==> config.mk <==
export PLATFORM = sky130hd
export DESIGN_NAME = key_debounce_ctrl_flat
export DESIGN_NICKNAME = d
export VERILOG_FILES = /design/src/rtl/key_debounce_if.sv /design/src/rtl/key_debounce_ctrl.sv /design/src/flat_wrapper.sv
export SDC_FILE = /design/constraint.sdc
export NUM_CORES = 1
export LEC_CHECK = 0
export ABC_AREA = 1
export ABC_CLOCK_PERIOD_IN_PS = 1800
export CORE_ASPECT_RATIO = 1.4
export CORE_UTILIZATION = 30
export DETAILED_ROUTE_END_ITERATION = 7
export GPL_ROUTABILITY_DRIVEN = 0
export REMOVE_ABC_BUFFERS = 1
export SLEW_MARGIN = 10
export SYNTH_ARGS = -nofsm -noshare
export SYNTH_HDL_FRONTEND = slang
export SYNTH_SLANG_ARGS = --single-unit
==> constraint.sdc <==
create_clock -name clk -period 1.8 [get_ports clk]
set_clock_uncertainty 0.1 [all_clocks]
set_input_delay 0.36 -clock clk [delete_from_list [all_inputs] [get_ports clk]]
set_output_delay 0.36 -clock clk [all_outputs]
set_load 0.01 [all_outputs]
==> src/rtl/key_debounce_if.sv <==
// -----------------------------------------------------------------------------
// key_debounce_if
// Purpose : groups the key-side signals of key_debounce_ctrl into one bundle.
// Signals : key_in      raw mechanical key, asynchronous, 0 = pressed
//           key_state   debounced key level, 1 = pressed
//           key_press   one-cycle pulse on each debounced press
//           key_release one-cycle pulse on each debounced release
//           key_long    one-cycle pulse on a long press
// Modports: master drives key_in and observes the debouncer outputs;
//           slave is the debouncer side.
// -----------------------------------------------------------------------------
interface key_debounce_if;
   logic key_in;
   logic key_state;
   logic key_press;
   logic key_release;
   logic key_long;

   modport master (
      output key_in,
      input  key_state,
      input  key_press,
      input  key_release,
      input  key_long
   );

   modport slave (
      input  key_in,
      output key_state,
      output key_press,
      output key_release,
      output key_long
   );
endinterface

==> src/rtl/key_debounce_ctrl.sv <==
// -----------------------------------------------------------------------------
// key_debounce_ctrl
// Purpose : debounces a mechanical key and reports its level plus press,
//           release and (optionally) long-press pulses.
// Ports   : clk        system clock
//           sys_rst_n  asynchronous active-low reset
//           key_if     key_debounce_if.slave (key_in in, key_state /
//                      key_press / key_release / key_long out)
// Params  : CNT_MAX    debounce window in clk cycles (>= 2)
//           LONG_MAX   long-press threshold in clk cycles (> CNT_MAX)
// Options : define KEY_LONG_PRESS_EN to build the long-press counter;
//           otherwise key_long is tied low.
// -----------------------------------------------------------------------------
module key_debounce_ctrl #(
   parameter int CNT_MAX  = 1_000_000,
   parameter int LONG_MAX = 50_000_000
) (
   input  logic          clk,
   input  logic          sys_rst_n,
   key_debounce_if.slave key_if
);

   localparam int            CW       = $clog2(LONG_MAX + 1);
   localparam logic [CW-1:0] CNT_LAST = CW'(CNT_MAX - 1);
   localparam logic [CW-1:0] CNT_SAT  = CW'(CNT_MAX);

   typedef enum logic [1:0] {IDLE, PRESS_FILT, DOWN, REL_FILT} state_t;

   // Increment that sticks at lim instead of wrapping.
   function automatic logic [CW-1:0] sat_inc(input logic [CW-1:0] v,
                                             input logic [CW-1:0] lim);
      return (v >= lim) ? lim : v + CW'(1);
   endfunction

   // Synchronizer resets to the released level so a held key after reset
   // is seen as a fresh falling edge and gets a full press filter.
   logic sync1_q;
   logic sync2_q;
   logic key_sync;

   always_ff @(posedge clk or negedge sys_rst_n) begin
      if (!sys_rst_n) begin
         sync1_q <= 1'b1;
         sync2_q <= 1'b1;
      end else begin
         sync1_q <= key_if.key_in;
         sync2_q <= sync1_q;
      end
   end

   assign key_sync = sync2_q;

   state_t        state_q, state_d;
   logic [CW-1:0] cnt_q, cnt_d;
   logic          key_state_q, key_state_d;
   logic          press_q, press_d;
   logic          release_q, release_d;

   always_ff @(posedge clk or negedge sys_rst_n) begin
      if (!sys_rst_n) begin
         state_q     <= IDLE;
         cnt_q       <= '0;
         key_state_q <= 1'b0;
         press_q     <= 1'b0;
         release_q   <= 1'b0;
      end else begin
         state_q     <= state_d;
         cnt_q       <= cnt_d;
         key_state_q <= key_state_d;
         press_q     <= press_d;
         release_q   <= release_d;
      end
   end

   // The counter is cleared in every state that does not filter, so each
   // filter run starts from zero. The final sample (cnt_q == CNT_MAX-1 plus
   // the current one) completes CNT_MAX consecutive samples.
   always_comb begin
      state_d     = state_q;
      cnt_d       = '0;
      key_state_d = key_state_q;
      press_d     = 1'b0;
      release_d   = 1'b0;
      case (state_q)
         IDLE: begin
            if (!key_sync) state_d = PRESS_FILT;
         end
         PRESS_FILT: begin
            if (key_sync) begin
               state_d = IDLE;
            end else if (cnt_q == CNT_LAST) begin
               state_d     = DOWN;
               press_d     = 1'b1;
               key_state_d = 1'b1;
            end else begin
               cnt_d = sat_inc(cnt_q, CNT_SAT);
            end
         end
         DOWN: begin
            if (key_sync) state_d = REL_FILT;
         end
         REL_FILT: begin
            if (!key_sync) begin
               state_d = DOWN;
            end else if (cnt_q == CNT_LAST) begin
               state_d     = IDLE;
               release_d   = 1'b1;
               key_state_d = 1'b0;
            end else begin
               cnt_d = sat_inc(cnt_q, CNT_SAT);
            end
         end
         default: state_d = IDLE;
      endcase
   end

   assign key_if.key_state   = key_state_q;
   assign key_if.key_press   = press_q;
   assign key_if.key_release = release_q;

`ifdef KEY_LONG_PRESS_EN
   localparam logic [CW-1:0] LONG_LAST = CW'(LONG_MAX - 1);
   localparam logic [CW-1:0] LONG_SAT  = CW'(LONG_MAX);

   logic [CW-1:0] long_cnt_q, long_cnt_d;
   logic          long_q, long_d;

   // Cleared only on a real press, so a release bounce that returns to DOWN
   // keeps the accumulated hold time. Saturation at LONG_MAX means the
   // threshold is crossed exactly once per press.
   always_comb begin
      long_cnt_d = long_cnt_q;
      long_d     = 1'b0;
      if ((state_q == PRESS_FILT) && (state_d == DOWN)) begin
         long_cnt_d = '0;
      end else if (state_q == DOWN) begin
         long_cnt_d = sat_inc(long_cnt_q, LONG_SAT);
         long_d     = (long_cnt_q == LONG_LAST);
      end
   end

   always_ff @(posedge clk or negedge sys_rst_n) begin
      if (!sys_rst_n) begin
         long_cnt_q <= '0;
         long_q     <= 1'b0;
      end else begin
         long_cnt_q <= long_cnt_d;
         long_q     <= long_d;
      end
   end

   assign key_if.key_long = long_q;
`else
   assign key_if.key_long = 1'b0;
`endif

endmodule

==> src/flat_wrapper.sv <==
// flat-port wrapper written by rule: the top's interface ports become plain ports
module key_debounce_ctrl_flat 
#(
   parameter int CNT_MAX  = 1_000_000,
   parameter int LONG_MAX = 50_000_000
)
  (clk, sys_rst_n, key_if_key_in, key_if_key_state, key_if_key_press, key_if_key_release, key_if_key_long);
  key_debounce_if key_if_i ();
  input  logic clk;
  input  logic sys_rst_n;
  input wire logic [$bits(key_if_i.key_in)-1:0] key_if_key_in;
  output wire logic [$bits(key_if_i.key_state)-1:0] key_if_key_state;
  output wire logic [$bits(key_if_i.key_press)-1:0] key_if_key_press;
  output wire logic [$bits(key_if_i.key_release)-1:0] key_if_key_release;
  output wire logic [$bits(key_if_i.key_long)-1:0] key_if_key_long;
  assign key_if_i.key_in = key_if_key_in;
  assign key_if_key_state = key_if_i.key_state;
  assign key_if_key_press = key_if_i.key_press;
  assign key_if_key_release = key_if_i.key_release;
  assign key_if_key_long = key_if_i.key_long;
  key_debounce_ctrl #(.CNT_MAX(CNT_MAX), .LONG_MAX(LONG_MAX)) u_core (.clk(clk), .sys_rst_n(sys_rst_n), .key_if(key_if_i));
endmodule
==> out/metrics.yaml, run 1 <==
postCtsHoldBufs: 0
grt_pass1_wl_um: 6030
ios: 7
htree_num_levels: 2
syn_area_per_cell_um2: 7.67
ant_nets: 0
cts_tree: "yes"
cts.path.max_buffers: 2
ys_types: 28
drive_gt1_frac: 0.171
fin_cells: 327
tns_ns: 0
die_y_um: 94.3
grt.met3_usage: 0.0316
leakage_nw: 0.860
cts_inserted_buffers: 5
dr.pass1.iters: 4
async_reset_ff_frac: 1.00
placedCellCount: 319
synth_edf_count: 0
rows: 33
vias: 1451
wl_per_cell_um: 11.3
numPortBuffers: 5
synthTopCellsByCount: "60 x nand2_1, 52 x nor2_1, 31 x dfrtp_1"
period_needed_ns: 1.66
finalCritPeriodShare: 0.920
grtUsageMet1: 0.136
cp-start-kind: "flip-flop"
post_cts_resized: 0
dp_hpwl_um: 2840
die_w_um: 67.9
arrival_ns: 1.73
power.density_nw_per_um2: 709
ys_warn_count: 0
drt_iter0_markers: 56
yosysSeqAreaShare: 0.454
total_power_mw: 1.48
grt_max_degree: 34
vias_per_cell: 4.44
start_util: 0.311
grt_setup_unrepaired: "false"
synth_top_area_cell: "dfrtp_1"
routed_wl_um: 3710
hold_path_depth: 0
synth_area_leaders: "dfrtp_1 42%, nand2_1 12%, nor2_1 11%"
numClockSinks: 33
grt_pass1_vias: 1339
post_cts_buffers: 0
antenna_found_initial: 0
path_max_fanout: 13
ir_worst_vdd_mv: 0.218
gr-total-overflow: 0
setup_viol: 0
num_antenna_cells: 0
final-hold-violation-count: 0
timing.fmax_mhz: 604
crit_required_ns: 1.87
clk_pin_slew_ns: 0.07
crit_type: "reg2reg"
yosys.area.top_type_share: 0.425
grt_use_met2: 0.217
dominantRegCellSynth: "dfrtp_1"
coreArea_um2: 5860
syn_area_um2: 1830
r2r.worst_path.cells: 8
num-nets-final: 261
endpoint_kind: "flip-flop"
r2r_setup_slack_ns: 0.14
yosysMostFrequentCell: "nand2_1"
hold_path.class: "reg2reg"
track_usage: 0.131
top_usage_layer: "met2"
cap_violations: 0
drc: 0
final_util: 0.355
syn_to_final_growth_pct: 14.1
dieArea_um2: 6410
fin_hold_ws_ns: 0.258
status: "completed"
ys_seq_elements: 33
synthCells: 238
cts-root-buf: "clkbuf_8"
clock_latency_ns: 0.29
slew_viol_final: 0
## final cells by class
| class | instances | area (um2) |
|---|---|---|
| Fill cell | 609 | 3780 |
| Tap cell | 70 | 87.6 |
| Multi-Input combinational cell | 187 | 912 |
| Clock buffer | 5 | 68.8 |
| Sequential cell | 33 | 828 |
| Clock inverter | 3 | 22.5 |
| Timing Repair Buffer | 8 | 85.1 |
| Inverter | 21 | 78.8 |
## registers in the layout (all words and copies together), names as in the netlist, named ones only
name / count
u_core.cnt_q: 26
u_core.key_if.key_press: 1
u_core.key_if.key_release: 1
u_core.key_if.key_state: 1
u_core.key_sync: 1
u_core.state_q: 1
u_core.sync1_q: 1
## kinds of logic (layout without fill, tap and decap cells)
group,count (synthesis),count (layout),synth area share
compound gates,19,19,0.0576
xor+xnor,4,4,0.0192
fa+ha+maj,2,2,0.0137
buf+inv,24,37,0.0603
flops,33,33,0.454
other cells,1,7,0.00205
simple gates,155,155,0.393
## power by group
| group | switching, mW | internal (mW) | total, mW |
|---|---|---|---|
| registers | 0.0329 | 0.770 | 0.803 |
| logic | 0.0679 | 0.0374 | 0.105 |
| clock network | 0.298 | 0.271 | 0.569 |
## path summary, 6_finish.rpt
| kind | from | end |
|---|---|---|
| setup / recovery | u_core.cnt_q[1] | u_core.cnt_q[8] |
| hold / removal | u_core.sync1_q | u_core.key_sync |
| setup reg to reg | u_core.cnt_q[1] | u_core.cnt_q[8] |
| hold reg to reg | u_core.sync1_q | u_core.key_sync |
| max in group asynchronous | sys_rst_n | u_core.sync1_q |
| min in group asynchronous | sys_rst_n | u_core.key_if.key_press |
## placed cells by master (no fill, tap or decap)
master / n
nor3_1: 2
a31oi_1: 1
conb_1: 7
nor2_1: 51
o21ai_0: 10
a21oi_1: 4
nand2_1: 60
buf_4: 2
xor2_1: 4
nand3_2: 1
nor2_2: 17
inv_2: 3
o22ai_1: 1
o211ai_1: 2
nand4_1: 1
nand2_4: 1
dfrtp_1: 31
clkinvlp_4: 3
nand3_4: 1
clkbuf_8: 5
inv_1: 18
buf_12: 1
clkdlybuf4s50_1: 5
ha_1: 2
nand3_1: 10
nor2_4: 4
nand3b_1: 3
nand2_2: 4
dfstp_2: 2
o21bai_1: 1
## metrics by stage
stage               worst slack [ns]  instance area, um2
global route                  0.0167                2080
finish                         0.145                2080
CTS                            0.130                2080
detailed placement             0.146                1990
floorplan                      0.248                1820
global placement               0.176                1990
## routing by layer
layer	vias up	share of wire
met2	23	0.50
met3	14	0.021
met5	-	0
met4	0	0.046
met1	644	0.43
li1	770	-
## critical path: stages, from the launching register on
cell and delay, ns:
dfrtp_1 0.38, ha_1 0.21, nand2_2 0.10, nor2_4 0.17, nand2_1 0.08, nor2_2 0.15
nor2_2 0.07, nand2_4 0.21, nor2_1 0.07
No activity file was read; power rests on OpenSTA's default activity.
==> run 2: changes to the inputs <==
Settings changed: ABC_CLOCK_PERIOD_IN_PS 1800 to default, CAP_MARGIN from default to 5.
==> results of run 2 <==
Same layout as run 1: the final DEF is identical, and so are final timing and power.
